$ cat src/rtl/mem_wb_skid_register_if.sv
// MEM/WB stage handshake bundle: upstream payload in, writeback head out.
// slave = stage view, master = producer/consumer view.
interface mem_wb_skid_register_if #(
  parameter int ADDR_W = 64,
  parameter int DATA_W = 32,
  parameter int REG_W  = 5,
  parameter int CNT_W  = 32
);
  logic              in_valid;
  logic              in_ready;
  logic [ADDR_W-1:0] in_address;
  logic [DATA_W-1:0] in_value;
  logic [REG_W-1:0]  in_rd;
  logic              in_mem_to_reg;
  logic              in_reg_write;
  logic              out_valid;
  logic              out_ready;
  logic [ADDR_W-1:0] out_address;
  logic [DATA_W-1:0] out_value;
  logic [REG_W-1:0]  out_rd;
  logic              out_mem_to_reg;
  logic              out_reg_write;
  logic [DATA_W-1:0] out_wb_data;
  logic [CNT_W-1:0]  retired_count;

  modport slave (
    input  in_valid, in_address, in_value, in_rd,
    input  in_mem_to_reg, in_reg_write, out_ready,
    output in_ready, out_valid, out_address, out_value,
    output out_rd, out_mem_to_reg, out_reg_write,
    output out_wb_data, retired_count
  );

  modport master (
    output in_valid, in_address, in_value, in_rd,
    output in_mem_to_reg, in_reg_write, out_ready,
    input  in_ready, out_valid, out_address, out_value,
    input  out_rd, out_mem_to_reg, out_reg_write,
    input  out_wb_data, retired_count
  );
endinterface

$ cat src/rtl/mem_wb_skid_register.sv
// MEM/WB pipeline stage with 2-entry skid buffer, flush, wb-data select,
// x0 write suppression and retired counter. Ports: clk, rst_n, flush, bus.
module mem_wb_skid_register #(
  parameter int ADDR_W      = 64,
  parameter int DATA_W      = 32,
  parameter int REG_W       = 5,
  parameter int SUPPRESS_X0 = 1,
  parameter int CNT_W       = 32
) (
  input  logic clk,
  input  logic rst_n,
  input  logic flush,
  mem_wb_skid_register_if.slave bus
);

  typedef enum logic [1:0] {
    S_EMPTY = 2'd0,
    S_ONE   = 2'd1,
    S_FULL  = 2'd2
  } state_t;

  typedef struct packed {
    logic [ADDR_W-1:0] address;
    logic [DATA_W-1:0] value;
    logic [REG_W-1:0]  rd;
    logic              mem_to_reg;
    logic              reg_write;
  } payload_t;

  state_t           r_state;
  state_t           w_state_nxt;
  payload_t         r_main;
  payload_t         r_skid;
  payload_t         w_main_nxt;
  payload_t         w_skid_nxt;
  payload_t         w_in;
  logic [CNT_W-1:0] r_count;
  logic             w_valid;
  logic             w_ready;
  logic             w_accept;
  logic             w_drain;
  logic             w_x0;
  logic [DATA_W-1:0] w_wb_sel;

  assign w_in = '{
    address:    bus.in_address,
    value:      bus.in_value,
    rd:         bus.in_rd,
    mem_to_reg: bus.in_mem_to_reg,
    reg_write:  bus.in_reg_write
  };

  // Both handshake flags come from registered state only.
  assign w_valid  = (r_state != S_EMPTY);
  assign w_ready  = (r_state != S_FULL);
  assign w_accept = bus.in_valid & w_ready;
  assign w_drain  = w_valid & bus.out_ready;

  always_comb begin
    w_state_nxt = r_state;
    w_main_nxt  = r_main;
    w_skid_nxt  = r_skid;
    unique case (1'b1)
      (r_state == S_EMPTY): begin
        if (w_accept) begin
          w_state_nxt = S_ONE;
          w_main_nxt  = w_in;
        end
      end
      (r_state == S_ONE): begin
        if (w_accept && w_drain) begin
          w_main_nxt = w_in;
        end else if (w_accept) begin
          w_state_nxt = S_FULL;
          w_skid_nxt  = w_in;
        end else if (w_drain) begin
          w_state_nxt = S_EMPTY;
        end
      end
      (r_state == S_FULL): begin
        if (w_drain) begin
          w_state_nxt = S_ONE;
          w_main_nxt  = r_skid;
        end
      end
      default: w_state_nxt = S_EMPTY;
    endcase
    // Payloads may go stale here; only the state says what is valid.
    if (flush) w_state_nxt = S_EMPTY;
  end

  always_ff @(posedge clk or negedge rst_n) begin
    if (!rst_n) begin
      r_state <= S_EMPTY;
      r_main  <= '0;
      r_skid  <= '0;
    end else begin
      r_state <= w_state_nxt;
      r_main  <= w_main_nxt;
      r_skid  <= w_skid_nxt;
    end
  end

  // A drain in a flush cycle was still consumed by writeback.
  always_ff @(posedge clk or negedge rst_n) begin
    if (!rst_n) begin
      r_count <= '0;
    end else if (w_drain) begin
      r_count <= r_count + CNT_W'(1);
    end
  end

  assign w_x0     = (SUPPRESS_X0 != 0) && (r_main.rd == '0);
  assign w_wb_sel = r_main.mem_to_reg ? r_main.value
                                      : r_main.address[DATA_W-1:0];

  assign bus.in_ready       = w_ready;
  assign bus.out_valid      = w_valid;
  assign bus.out_address    = r_main.address;
  assign bus.out_value      = r_main.value;
  assign bus.out_rd         = r_main.rd;
  assign bus.out_mem_to_reg = r_main.mem_to_reg;
  assign bus.out_reg_write  = w_valid & r_main.reg_write & ~w_x0;
  assign bus.out_wb_data    = w_valid ? w_wb_sel : '0;
  assign bus.retired_count  = r_count;

endmodule

$ cat src/flat_wrapper.sv
// flat-port wrapper written by rule: the top's interface ports become plain ports
module mem_wb_skid_register_flat 
#(
  parameter int ADDR_W      = 64,
  parameter int DATA_W      = 32,
  parameter int REG_W       = 5,
  parameter int SUPPRESS_X0 = 1,
  parameter int CNT_W       = 32
)
  (clk, rst_n, flush, bus_in_valid, bus_in_address, bus_in_value, bus_in_rd, bus_in_mem_to_reg, bus_in_reg_write, bus_out_ready, bus_in_ready, bus_out_valid, bus_out_address, bus_out_value, bus_out_rd, bus_out_mem_to_reg, bus_out_reg_write, bus_out_wb_data, bus_retired_count);
  mem_wb_skid_register_if #(.ADDR_W(ADDR_W), .DATA_W(DATA_W), .REG_W(REG_W), .CNT_W(CNT_W)) bus_i ();
  input  logic clk;
  input  logic rst_n;
  input  logic flush;
  input wire logic [$bits(bus_i.in_valid)-1:0] bus_in_valid;
  input wire logic [$bits(bus_i.in_address)-1:0] bus_in_address;
  input wire logic [$bits(bus_i.in_value)-1:0] bus_in_value;
  input wire logic [$bits(bus_i.in_rd)-1:0] bus_in_rd;
  input wire logic [$bits(bus_i.in_mem_to_reg)-1:0] bus_in_mem_to_reg;
  input wire logic [$bits(bus_i.in_reg_write)-1:0] bus_in_reg_write;
  input wire logic [$bits(bus_i.out_ready)-1:0] bus_out_ready;
  output wire logic [$bits(bus_i.in_ready)-1:0] bus_in_ready;
  output wire logic [$bits(bus_i.out_valid)-1:0] bus_out_valid;
  output wire logic [$bits(bus_i.out_address)-1:0] bus_out_address;
  output wire logic [$bits(bus_i.out_value)-1:0] bus_out_value;
  output wire logic [$bits(bus_i.out_rd)-1:0] bus_out_rd;
  output wire logic [$bits(bus_i.out_mem_to_reg)-1:0] bus_out_mem_to_reg;
  output wire logic [$bits(bus_i.out_reg_write)-1:0] bus_out_reg_write;
  output wire logic [$bits(bus_i.out_wb_data)-1:0] bus_out_wb_data;
  output wire logic [$bits(bus_i.retired_count)-1:0] bus_retired_count;
  assign bus_i.in_valid = bus_in_valid;
  assign bus_i.in_address = bus_in_address;
  assign bus_i.in_value = bus_in_value;
  assign bus_i.in_rd = bus_in_rd;
  assign bus_i.in_mem_to_reg = bus_in_mem_to_reg;
  assign bus_i.in_reg_write = bus_in_reg_write;
  assign bus_i.out_ready = bus_out_ready;
  assign bus_in_ready = bus_i.in_ready;
  assign bus_out_valid = bus_i.out_valid;
  assign bus_out_address = bus_i.out_address;
  assign bus_out_value = bus_i.out_value;
  assign bus_out_rd = bus_i.out_rd;
  assign bus_out_mem_to_reg = bus_i.out_mem_to_reg;
  assign bus_out_reg_write = bus_i.out_reg_write;
  assign bus_out_wb_data = bus_i.out_wb_data;
  assign bus_retired_count = bus_i.retired_count;
  mem_wb_skid_register #(.ADDR_W(ADDR_W), .DATA_W(DATA_W), .REG_W(REG_W), .SUPPRESS_X0(SUPPRESS_X0), .CNT_W(CNT_W)) u_core (.clk(clk), .rst_n(rst_n), .flush(flush), .bus(bus_i));
endmodule
$ cat config.mk
export PLATFORM = sky130hd
export DESIGN_NAME = mem_wb_skid_register_flat
export DESIGN_NICKNAME = d
export VERILOG_FILES = /design/src/rtl/mem_wb_skid_register_if.sv /design/src/rtl/mem_wb_skid_register.sv /design/src/flat_wrapper.sv
export SDC_FILE = /design/constraint.sdc
export NUM_CORES = 1
export LEC_CHECK = 0
export CAP_MARGIN = 25
export CORE_ASPECT_RATIO = 0.9
export CORE_MARGIN = 2
export CORE_UTILIZATION = 45
export CTS_CLUSTER_SIZE = 30
export DETAILED_ROUTE_END_ITERATION = 6
export PLACE_DENSITY = 0.81
export SLEW_MARGIN = 5
export SYNTH_ARGS = -nofsm -noshare
export SYNTH_HDL_FRONTEND = slang
export SYNTH_SLANG_ARGS = --single-unit
$ cat constraint.sdc
create_clock -name clk -period 1.8 [get_ports clk]
set_input_delay 0.27 -clock clk [delete_from_list [all_inputs] [get_ports clk]]
set_output_delay 0.27 -clock clk [all_outputs]
set_load 0.005 [all_outputs]
==> results of run 1 <==
==> cell usage in the layout, fill, tap and decap left out, types with 9 or more instances in the layout <==
master           Yosys  layout
xnor2_1             17      17
clkdlybuf4s50_1      0     215
a21oi_1            105      38
a21oi_2              0      67
dlymetal6s2s_1       0      14
buf_8                0      11
buf_4              113      50
buf_16               0      10
buf_12               0      28
nand3_1             12      12
dlygate4sd2_1        0      10
dfrtp_2              0      11
nor2_2               0      17
nor2_1             142      81
nor2_4               0      44
xor2_1              14      14
mux2i_1            136     127
dfrtp_1            240     229
clkbuf_16            0      54
buf_6                1      24
buf_2               32      35
nand2_1              9       9
mux2_4               0     103
==> worst register-to-register path, stage by stage, from the launching register on <==
cell       delay [ns]
dfrtp_2          0.44
buf_6            0.14
buf_6            0.12
nor2b_4          0.12
and3b_4          0.29
clkbuf_16        0.20
clkbuf_16        0.17
mux2_4           0.30
==> worst min path at each step <==
stage	start	endpoint	slack [ns]	cells past startpoint
floorplan	rst_n	u_core.bus.out_address[0]	-0.03	0
global placement	rst_n	u_core.bus.out_address[19]	0.17	1
detailed placement	rst_n	u_core.bus.out_address[19]	0.18	1
CTS	rst_n	u_core.bus.out_value[26]	0.19	2
global route	rst_n	u_core.bus.out_value[26]	0.22	2
finish	rst_n	u_core.bus.out_value[26]	0.21	2
==> metrics by stage <==
step,power [mW],cell area (um2),utilization,instances
4_1_cts,16.0,15400,0.616,1588
3_5_place_dp,10.5,14200,0.569,1505
5_1_grt,18.1,17700,0.705,1646
6_report,17.5,17700,0.706,1647
2_1_floorplan,8.96,11400,-,986
3_3_place_gp,10.4,14200,0.569,1505
==> what timing repair did <==
action / in CTS / in global routing
hold buffers: 1 / 0
pin swaps: 26 / 24
setup endpoints to repair: 49 / 263
buffers inserted: 31 / 22
hold endpoints to repair: 138 / 0
resized for setup: 190 / 355
cloned: 5 / 38
==> routing by layer <==
| layer | up-vias | track usage | routed length [um] |
|---|---|---|---|
| met5 | - | 0 | 16 |
| met4 | 2 | 0.0628 | 1260 |
| met3 | 90 | 0.0399 | 2210 |
| met2 | 297 | 0.361 | 18300 |
| met1 | 4545 | 0.280 | 14900 |
| li1 | 3905 | - | - |
==> power groups by stage <==
stage	Combinational (mW)	Clock, mW	Sequential (mW)
floorplan	1.96	0	7.00
global placement	3.23	0	7.14
detailed placement	3.34	0	7.20
CTS	3.61	5.27	7.11
global route	5.23	5.47	7.44
finish	4.93	5.21	7.34
==> cell type report <==
cell class,instances,area [um2],share of cell area
clock buffers,39,761,0.0430
inverters,6,22.5,0.00127
multi-input cells,582,5460,0.309
well taps,342,428,0.0242
repair buffers,425,4920,0.278
flip-flops and latches,240,6020,0.341
clock inverters,10,57.6,0.00326
diodes,3,7.51,0.000425
==> cell families after synthesis <==
| family | count (synthesis) | share of synthesized area |
|---|---|---|
| compound gates | 110 | 0.0501 |
| xor+xnor | 31 | 0.0238 |
| fa+ha+maj | 1 | 0.00110 |
| buf+inv | 164 | 0.0956 |
| flops | 240 | 0.526 |
| mux | 240 | 0.222 |
| simple gates | 200 | 0.0809 |
==> impl_metrics.ini, run 1 <==
[outcome]
outcome = finished with violations
violations = setup timing

[sta]
setup_ws_ns = -0.337
fin_crit_sh = 1.19
rsz0062_at_grt = true
max_freq_mhz = 468
min_period_ns = 2.14
final-max-slew-violation-count = 0
finalClockSkew_ns = 0.0194
holdWs_ns = 0.209
finalHoldViolations = 0
relSlewSlack = 0.755
setup_viol = 191
worst_slew_pin_slew_ns = 0.368
fin_tns_setup_ns = -15.62

[critical_path]
cp_max_fo = 4
r2r-end = u_core.r_skid[26]
path_delay_family = buffers and inverters
cp_num_cells = 7
cp-start-kind = flip-flop
startpoint = u_core.bus.out_mem_to_reg
reg2reg_from = u_core.r_state[1]
cp.buffers_inverters = 5
rr_worst_depth = 7
cp-endpoint = bus_out_wb_data[14]
cpMaxStageDelayCell = dfrtp_2
end_kind = primary output
path_common_cell = buf_12
arrival_ns = 1.87
criticalPathCategory = flip-flop to primary output
crit_path_max_incr_delay_ns = 0.44
r2r_slack_ns = -0.10
worstPathRequired_ns = 1.53
path_cells = buf_12 > buf_16 > buf_8 > buf_12 > mux2i_1 > nor2_1 > buf_2

[placed_design]
place_ws_ns = -0.212
hpwlAfterDp_um = 18800
routabilityCongestion = 0.809
port_buffers = 276

[finish]
drive_above_1_share = 0.381
fin_nets = 1391
syn2layout_area_growth_pct = 54.9
largest_reg_flops = 103
top_register = u_core.r_skid
fill_cells = 1649

[flow_run]
maxCapViolCount = 0

[power]
p_seq_frac = 0.420
power_switching_mw = 5.00
p_per_area_mw_per_mm2 = 989
p_leak_nw = 7.58
switching_share = 0.286
vdd_drop_max_mv = 0.621
p_comb_frac = 0.282
p_clk_frac = 0.298
power.internal_mw = 12.5

[synthesis]
synth_top_cell_area_share = 0.526
synth_area_leader_cell = dfrtp_1
synthFlopType = dfrtp_1
async_reset_ff_frac = 1.00
seq_area_frac_synth = 0.526
synth_warnings = 0
yosysUniqueCellTypes = 40
synth_nets = 1095
synth_common_cells = dfrtp_1 (240), nor2_1 (142), mux2i_1 (136)
synth_edf_count = 0
syn_area_mm2 = 0.0114
synth_area_leaders = dfrtp_1 (53%), mux2i_1 (12%), buf_4 (7.4%)
yosysMostFrequentCell = dfrtp_1
synth_seq_cells = 240
syn_inst = 986
avgSynthCellArea_um2 = 11.6

[global_route]
grt_pass1_wl_um = 45200
grt_pass1_vias = 8292
antenna_found_initial = 4
grt-ovfl-total = 0
grt_max_degree = 67
grt_util_all_layers = 0.213

[floorplanning]
die-area_mm2 = 0.0266
die_y_um = 155
die-width_um = 172
rows = 55
io_pins = 277
coreArea_mm2 = 0.0250
initial_core_util = 0.455

[routing]
drc_errors = 0
vias_per_cell = 5.37
drt_iter0_markers = 520
firstDrtPassIters = 5
antenna_left = 0
via_count = 8839
wl_per_cell_um = 22.3
finalWirelength_um = 36700

[clock_tree]
cts.sinks = 240
cts.clk_slew.worst_paths_ns = 0.06
numCtsBuffers = 27
cts_max_level = 1
cts_tree = done
clock_tree.buffer_depth = 3
clk_latency_ns = 0.54
cts_root_buffer = clkbuf_16

[min_path]
min_path_type = primary input to asynchronous set/reset pin
(Power assumes the default switching activity.)
==> inputs of run 2 (changes only) <==
--- a/config.mk
+++ b/config.mk
@@ -11,7 +11,7 @@
 export CORE_UTILIZATION = 45
 export CTS_CLUSTER_SIZE = 30
 export DETAILED_ROUTE_END_ITERATION = 6
-export PLACE_DENSITY = 0.81
+export PLACE_DENSITY_LB_ADDON = 0.15
 export SLEW_MARGIN = 5
 export SYNTH_ARGS = -nofsm -noshare
 export SYNTH_HDL_FRONTEND = slang
==> impl_metrics.ini, run 2 (same netlist as run 1, synthesis figures left out) <==
[sta]
max_freq_mhz = 508
final-max-slew-violation-count = 0
setup_ws_ns = -0.168
holdWs_ns = 0.201
rsz0062_at_grt = true
finalClockSkew_ns = 0.00622
fin_crit_sh = 1.09
finalHoldViolations = 0
setup_viol = 34
min_period_ns = 1.97
relSlewSlack = 0.772
worst_slew_pin_slew_ns = 0.333
fin_tns_setup_ns = -3.13

[outcome]
violations = setup timing
outcome = finished with violations

[global_route]
grt-ovfl-total = 0
grt_max_degree = 64
grt_pass1_wl_um = 42500
grt_pass1_vias = 7783
grt_util_all_layers = 0.201
antenna_found_initial = 0

[finish]
final_cells = 1579
fin_nets = 1328
largest_reg_flops = 103
drive_above_1_share = 0.191
top_register = u_core.r_skid
final_area_mm2 = 0.0156
final_common_cell = clkdlybuf4s50_1
antennaDiodeCount = 0
final_cell_mix = clkdlybuf4s50_1 (233), dfrtp_1 (226), nor2_1 (137)
fill_cells = 2095
seq_area_mm2 = 0.00602
multiInputGateArea_mm2 = 0.00439
syn2layout_area_growth_pct = 36.3

[floorplanning]
die-area_mm2 = 0.0266
coreArea_mm2 = 0.0250
die_y_um = 155
initial_core_util = 0.455
io_pins = 277
rows = 55
die-width_um = 172

[critical_path]
cp_max_fo = 7
criticalPathCategory = flip-flop to primary output
r2r_slack_ns = 0.04
worstPathRequired_ns = 1.53
arrival_ns = 1.70
end_kind = primary output
cp-start-kind = flip-flop

[clock_tree]
clock_tree.buffer_depth = 3
numCtsBuffers = 26
cts_max_level = 1
cts.clk_slew.worst_paths_ns = 0.06
clk_latency_ns = 0.52
cts_root_buffer = clkbuf_16
cts_tree = done
cts.sinks = 240

[routing]
drt_iter0_markers = 341
vias_per_cell = 4.95
firstDrtPassIters = 4
via_count = 7812
finalWirelength_um = 27400
drc_errors = 0
antenna_left = 0
wl_per_cell_um = 17.4

[power]
p_leak_nw = 6.58
vdd_drop_max_mv = 0.735
p_per_area_mw_per_mm2 = 1030

[placed_design]
port_buffers = 276
hpwlAfterDp_um = 18300
placed_area_mm2 = 0.0143
dp.cells = 1501
routabilityCongestion = 0.784

[flow_run]
maxCapViolCount = 0

[min_path]
min_path_type = primary input to asynchronous set/reset pin
-- run 2: cell types whose count changed in the layout (fill, tap and decap cells not counted), moves of 33 or more --
cell	delta
mux2_2	+33
mux2_1	+70
nor2_4	-43
nor2_1	+56
a21oi_2	-67
mux2_4	-103
a21oi_1	+67
-- run 2: power breakdown --
part / internal (mW) / total [mW] / switching [mW]
registers: 6.46 / 7.13 / 0.676
logic: 2.12 / 3.43 / 1.31
clock network: 3.36 / 5.46 / 2.10
total: 11.9 / 16.0 / 4.09
-- run 2: repair_timing --
| item | CTS | global route |
|---|---|---|
| setup buffers | 14 | 13 |
| hold endpoints to repair | 224 | 0 |
| cloned | 3 | 5 |
| setup endpoints to repair | 40 | 122 |
| hold buffers | 1 | 0 |
| resized for setup | 165 | 39 |
| pin swaps | 17 | 14 |
-- run 2: worst paths after layout --
path / start / endpoint / cells past startpoint
worst max-delay path: u_core.bus.out_mem_to_reg / bus_out_wb_data[12] / 6
worst min-delay path: rst_n / u_core.bus.out_value[23] / 2
worst max register to register: u_core.r_state[1] / u_core.r_skid[65] / 7
worst min register to register: u_core.bus.retired_count[31] / u_core.bus.retired_count[31] / 1
max in group asynchronous: rst_n / u_core.bus.retired_count[24] / 3
min in group clk: flush / u_core.r_state[0] / 2
-- run 2: cell type report --
| type | count | share of cell area |
|---|---|---|
| clock buffers | 44 | 0.0553 |
| clock inverters | 2 | 0.00225 |
| inverters | 6 | 0.00161 |
| multi-input cells | 582 | 0.283 |
| flip-flops and latches | 240 | 0.387 |
| well taps | 342 | 0.0275 |
| repair buffers | 363 | 0.243 |
-- run 2: metrics by stage --
stage               power [mW]   util  setup slack (ns)
finish                    16.0  0.621            -0.168
floorplan                 8.96      -            0.0728
global placement          10.4  0.569            -0.173
CTS                       16.1  0.608            -0.213
detailed placement        10.5  0.569            -0.229
global route              16.9  0.621            -0.258
-- run 2: critical path: stages, from the launching register on --
cell	delay, ns
dfrtp_2	0.44
buf_6	0.14
buf_12	0.12
buf_12	0.14
mux2i_1	0.16
nor2_1	0.06
buf_2	0.12
-- run 2: per-layer routing --
metal / track usage / part of all wire / vias up / wire, um
li1: - / - / 3765 / -
met1: 0.279 / 0.46 / 3831 / 12500
met2: 0.325 / 0.47 / 187 / 12800
met3: 0.0476 / 0.060 / 29 / 1650
met4: 0.0388 / 0.017 / 0 / 468
met5: 0 / 0 / - / 0
==> RTL edit 1, RTL diff (config.mk and constraints of run 2) <==
`CNT_W` is set to 32 in 3 places; all go to 16.
--- a/src/rtl/mem_wb_skid_register_if.sv
+++ b/src/rtl/mem_wb_skid_register_if.sv
@@ -4,7 +4,7 @@
   parameter int ADDR_W = 64,
   parameter int DATA_W = 32,
   parameter int REG_W  = 5,
-  parameter int CNT_W  = 32
+  parameter int CNT_W  = 16
 );
   logic              in_valid;
   logic              in_ready;
--- a/src/rtl/mem_wb_skid_register.sv
+++ b/src/rtl/mem_wb_skid_register.sv
@@ -5,7 +5,7 @@
   parameter int DATA_W      = 32,
   parameter int REG_W       = 5,
   parameter int SUPPRESS_X0 = 1,
-  parameter int CNT_W       = 32
+  parameter int CNT_W       = 16
 ) (
   input  logic clk,
   input  logic rst_n,
--- a/src/flat_wrapper.sv
+++ b/src/flat_wrapper.sv
@@ -5,7 +5,7 @@
   parameter int DATA_W      = 32,
   parameter int REG_W       = 5,
   parameter int SUPPRESS_X0 = 1,
-  parameter int CNT_W       = 32
+  parameter int CNT_W       = 16
 )
   (clk, rst_n, flush, bus_in_valid, bus_in_address, bus_in_value, bus_in_rd, bus_in_mem_to_reg, bus_in_reg_write, bus_out_ready, bus_in_ready, bus_out_valid, bus_out_address, bus_out_value, bus_out_rd, bus_out_mem_to_reg, bus_out_reg_write, bus_out_wb_data, bus_retired_count);
   mem_wb_skid_register_if #(.ADDR_W(ADDR_W), .DATA_W(DATA_W), .REG_W(REG_W), .CNT_W(CNT_W)) bus_i ();
Interface: changed (resized bus_retired_count); port bits go from 277 to 261. No check against the original RTL was run, so the function may have changed too.
==> RTL edit 1 against run 2 <==
The flow still finishes with violations (negative setup slack). Design area decreased by 6.2%. Wire length decreased by 6.7%. Sequential cell count decreased by 16. Area after synthesis decreased by 3.8%. Non-clock buffer count decreased by 25. Critical path depth increased by 1. Power decreased by 3.7%. Worst setup slack improved by 0.018 ns. Sequential power decreased by 4.1%. Largest cell class unchanged.
==> RTL edit 1: results (changes against run 2) <==
- DP HPWL: 16.78 mm (was 18.35 mm)
- IO Port Bufs: 260 (was 276)
- Final nets: 1236 (was 1328)
- Multi-input logic area: 4352 sq um (was 4394 sq um)
- Outcome: complete, but fails checks (unchanged)
- Setup TNS Final: -2.030 ns (was -3.133 ns)
- Crit path max fanout: 5 (was 7)
- Seq/Total Area, Yosys: 0.5110 (was 0.5264)
- Share of cells above drive strength 1: 0.2537 (was 0.1908)
- Number of global-route vias before repair: 7371 (was 7783)
- Post-route setup slack: -0.1501 ns (was -0.1682 ns)
- Area contributors post-synth: dfrtp_1 (51%), mux2i_1 (12%), mux2_4 (9.6%) (was dfrtp_1 (53%), mux2i_1 (12%), buf_4 (7.4%))
- Clk_skew: 0.01139 ns (was 0.006223 ns)
- R2R Path End: u_core.r_skid[102] (was u_core.r_skid[65])
- Final setup fails: 30 (was 34)
- Worst setup startpoint: u_core.r_state[0] (was u_core.bus.out_mem_to_reg)
- Failing checks: negative setup slack (unchanged)
- Slew margin rel.: 0.6966 (was 0.7717)
- Most frequent cells after synthesis: dfrtp_1 (224), nor2_1 (138), mux2i_1 (136), buf_4 (109), a21oi_1 (105) (was dfrtp_1 (240), nor2_1 (142), mux2i_1 (136), buf_4 (113), a21oi_1 (105))
- Total track usage: 0.1936 (was 0.2011)
- Final Wtd Congestion: 0.7628 (was 0.7838)
- Fill count: 1967 (was 2095)
- Number of CTS-inserted buffers: 24 (was 26)
- Switching Share: 0.2618 (was 0.2553)
- 1st-iter DRT viols: 427 (was 341)
- Syn_nets: 1028 (was 1095)
- Critical Path AT: 1.68 ns (was 1.70 ns)
- Largest net degree at the start of global routing: 77 (was 64)
- Worst vdd ir: 0.0005300 V (was 0.0007355 V)
==> RTL edit 1: cell types whose count changed in the layout (fill, tap and decap cells not counted), sizes merged, moves of 3 or more <==
cell / change
buf: -20
clkdlybuf4s50: -13
clkinv: +6
dfrtp: -16
dlygate4sd2: -3
nand2: -3
nand3: -6
nand4: -9
nor2: -3
nor4: -5
xnor2: -12
xor2: -4
==> RTL edit 1: worst max-delay path by stage <==
stage / cells after the start / to
2_1_floorplan: 6 / u_core.r_skid[100]
3_3_place_gp: 6 / u_core.bus.out_value[3]
3_5_place_dp: 6 / u_core.bus.out_value[6]
4_1_cts: 4 / bus_out_wb_data[9]
5_1_grt: 7 / bus_out_wb_data[18]
6_report: 7 / bus_out_wb_data[18]
==> RTL edit 1: logic make-up after synthesis <==
group	share of synthesized area
xor+xnor	0.01198
mux	0.2548
flops	0.5110
fa+ha+maj	0.001140
simple gates	0.06513
compound gates	0.05213
buf+inv	0.1038
==> RTL edit 1: power by group through the flow <==
stage	logic (mW)	clock network (mW)	registers, mW
finish	3.83	4.76	6.84
global route	4.13	5.12	6.98
CTS	3.67	4.90	6.81
detailed placement	3.56	0	6.87
global placement	3.49	0	6.87
floorplan	2.33	0	6.67
==> RTL edit 1: layout make-up <==
| type | count | area share |
|---|---|---|
| Sequential cell | 224 | 0.3847 |
| Multi-Input combinational cell | 535 | 0.2983 |
| Timing Repair Buffer | 338 | 0.2367 |
| Clock buffer | 35 | 0.05027 |
| Tap cell | 308 | 0.02642 |
| Clock inverter | 7 | 0.002402 |
| Inverter | 4 | 0.001201 |
==> RTL edit 1: metrics by stage <==
| stage | util | cells | hold slack [ns] | worst slack [ns] | cell area [sq um] |
|---|---|---|---|---|---|
| detailed placement | 0.5543 | 1376 | 0.2242 | -0.3257 | 13370 |
| global route | 0.6047 | 1451 | 0.3091 | -0.2264 | 14590 |
| floorplan | - | 919 | -0.02559 | 0.1697 | 10970 |
| finish | 0.6047 | 1451 | 0.2767 | -0.1501 | 14590 |
| CTS | 0.5947 | 1435 | 0.2957 | -0.4100 | 14350 |
| global placement | 0.5543 | 1376 | 0.2257 | -0.2397 | 13370 |
==> RTL edit 1: routing by layer <==
metal / routed length [um] / GRT usage / vias to the layer above / share of wire
li1: - / - / 3463 / -
met1: 12190 / 0.2798 / 3519 / 0.48
met2: 11630 / 0.3028 / 196 / 0.45
met3: 1363 / 0.04090 / 32 / 0.053
met4: 422 / 0.04105 / 0 / 0.016
met5: 0 / 0 / - / 0
==> RTL edit 1: repair_timing <==
| action | in CTS | in global routing |
|---|---|---|
| resized for setup | 104 | 92 |
| buffers inserted | 14 | 15 |
| hold buffers | 1 | 0 |
| gates cloned | 2 | 4 |
| hold endpoints to repair | 44 | 0 |
| pin swaps | 6 | 11 |
| endpoints found under the setup margin | 36 | 53 |
==> RTL edit 2, RTL diff (settings of run 2) <==
Made on the original files. The 3 states of `state_t` get a one-hot encoding in 3 bits.
--- a/src/rtl/mem_wb_skid_register.sv
+++ b/src/rtl/mem_wb_skid_register.sv
@@ -13,10 +13,10 @@
   mem_wb_skid_register_if.slave bus
 );
 
-  typedef enum logic [1:0] {
-    S_EMPTY = 2'd0,
-    S_ONE   = 2'd1,
-    S_FULL  = 2'd2
+  typedef enum logic [2:0] {
+    S_EMPTY = 3'b001,
+    S_ONE   = 3'b010,
+    S_FULL  = 3'b100
   } state_t;
 
   typedef struct packed {
Behaviour: same outputs for any inputs over 4 cycles, from zero or initial values and one cycle with rst_n low; so few cycles prove little.
==> RTL edit 2 against run 2 <==
The flow still finishes with violations (negative setup slack). Design area rose by 16%. Wire length is 21% higher. Sequential power fell by 1%. Critical endpoint is now bus_out_wb_data[13]. Area after synthesis is 5.7% higher. Sequential cell count is 1 higher. First-iteration DRC count is 1.2% lower. Power increased by 6.8%. Clock skew increased by 0.0011 ns. Die area grew 5.5%. Synthesized cell count shrank 9.7%. Hold slack improved by 0.080 ns. Worst setup slack got worse by 0.26 ns. Largest power group unchanged.
==> RTL edit 2: results (changes against run 2) <==
- Number of global-route vias before repair: 8496 (was 7783)
- Outcome: complete, but fails checks (unchanged)
- DP HPWL: 18.07 mm (was 18.35 mm)
- Mapped Cells: 890 (was 986)
- Share of cells above drive strength 1: 0.4795 (was 0.1908)
- Placed Area: 14850 sq um (was 14260 sq um)
- Largest net degree at the start of global routing: 57 (was 64)
- Wire per inst: 21.07 um (was 17.38 um)
- Critical Path AT: 1.96 ns (was 1.70 ns)
- Crit path max fanout: 5 (was 7)
- Final nets: 1309 (was 1328)
- Slew @ Worst Pin: 0.5158 ns (was 0.3329 ns)
- Area contributors post-synth: dfrtp_1 (50%), mux2_2 (22%), buf_4 (7.3%) (was dfrtp_1 (53%), mux2i_1 (12%), buf_4 (7.4%))
- LEAKAGE: 8.291 nW (was 6.576 nW)
- Drt first pass iters: 5 (was 4)
- Clk_skew: 0.007321 ns (was 0.006223 ns)
- Finished layout cell area: 18050 sq um (was 15550 sq um)
- Synth Area in Compound Gates: 0.004566 (was 0.05012)
- Post-route setup slack: -0.4313 ns (was -0.1682 ns)
- First-pass GRT wire length: 50.92 mm (was 42.52 mm)
- Number of CTS-inserted buffers: 28 (was 26)
- Yosys cell types: 36 (was 40)
- Synth Area in XOR/XNOR: 0.02252 (was 0.02380)
- 1st-iter DRT viols: 337 (was 341)
- Syn_nets: 999 (was 1095)
- Pint: 12.86 mW (was 11.94 mW)
- Initial antenna violation count: 3 (was 0)
- Most frequent cells after synthesis: dfrtp_1 (240), mux2_2 (240), buf_4 (117), mux2_4 (48), nor2_1 (43) (was dfrtp_1 (240), nor2_1 (142), mux2i_1 (136), buf_4 (113), a21oi_1 (105))
- Worst vdd ir: 0.0006413 V (was 0.0007355 V)
- Final setup fails: 265 (was 34)
- Drt total wl: 33.08 mm (was 27.44 mm)
- Failing checks: negative setup slack (unchanged)
- Total track usage: 0.2329 (was 0.2011)
- Fill count: 1843 (was 2095)
- DR vias: 7960 (was 7812)
- Placed instance count: 1423 (was 1501)
- Seq/Total Area, Yosys: 0.5003 (was 0.5264)
- Multiplexer share of the synthesized area: 0.3320 (was 0.2220)
- Final Wtd Congestion: 0.7472 (was 0.7838)
## RTL edit 2: cell types whose count changed after synthesis, sizes merged, moves of 5 or more
cell and change:
mux2 +207, mux2i -104, a21oi -103, nor2 -99, xnor2 -8, xor2 +8, clkbuf -7, nor3 +7
nand3 -5
## RTL edit 2: critical path, cell delays in order (launching register included)
cell     delay [ns]
dfstp_2        0.53
nor3b_4        0.22
buf_6          0.14
buf_8          0.12
buf_16         0.14
buf_8          0.11
nor2_2         0.04
buf_2          0.13
## RTL edit 2: final cells by class
type,instances,share of cell area
inverter,6,0.001387
clock inverter,6,0.006032
timing repair buffer,427,0.2768
clock buffer,44,0.04721
antenna,2,0.0002773
tap,348,0.02413
multi-input combinational,496,0.3096
sequential,241,0.3346
## RTL edit 2: power groups by stage
| stage | logic, mW | clock network, mW | registers, mW |
|---|---|---|---|
| 2_1_floorplan | 2.13 | 0 | 6.86 |
| 3_3_place_gp | 3.37 | 0 | 7.05 |
| 3_5_place_dp | 3.44 | 0 | 7.08 |
| 4_1_cts | 4.17 | 5.98 | 7.00 |
| 5_1_grt | 4.51 | 6.22 | 7.15 |
| 6_report | 4.21 | 5.88 | 7.03 |
## RTL edit 2: what timing repair did
action | in CTS | in global routing
resized for setup | 348 | 64
gates cloned | 31 | 1
setup buffers | 62 | 11
hold buffers | 1 | 0
pin swaps | 30 | 8
endpoints found under the hold margin | 44 | 0
setup endpoints to repair | 255 | 286
## RTL edit 2: routing by layer
| metal | up-vias | share of wire | GRT usage |
|---|---|---|---|
| met5 | - | 0.00039 | 0 |
| met1 | 4044 | 0.44 | 0.3198 |
| met4 | 2 | 0.020 | 0.04320 |
| met2 | 209 | 0.47 | 0.3803 |
| li1 | 3661 | - | - |
| met3 | 44 | 0.062 | 0.05420 |
## RTL edit 2: through the flow
| step | setup TNS, ns | setup WS, ns |
|---|---|---|
| 4_1_cts | -54.22 | -0.4373 |
| 3_3_place_gp | -50.76 | -0.2764 |
| 2_1_floorplan | 0 | 0.01998 |
| 6_report | -39.83 | -0.4313 |
| 3_5_place_dp | -50.62 | -0.2807 |
| 5_1_grt | -54.28 | -0.4978 |
## RTL edit 2: path summary, 6_finish.rpt
kind	from	slack (ns)	end	depth (start not counted)
max in group asynchronous	rst_n	0.90	u_core.r_skid[46]	3
hold / removal	rst_n	0.28	u_core.bus.out_address[62]	2
setup / recovery	u_core.r_state[0]	-0.43	bus_out_wb_data[13]	7
setup reg to reg	u_core.r_state[0]	-0.28	u_core.bus.out_value[8]	7
hold reg to reg	u_core.bus.retired_count[31]	0.47	u_core.bus.retired_count[31]	1
min in group clk	flush	0.36	u_core.r_state[2]	2
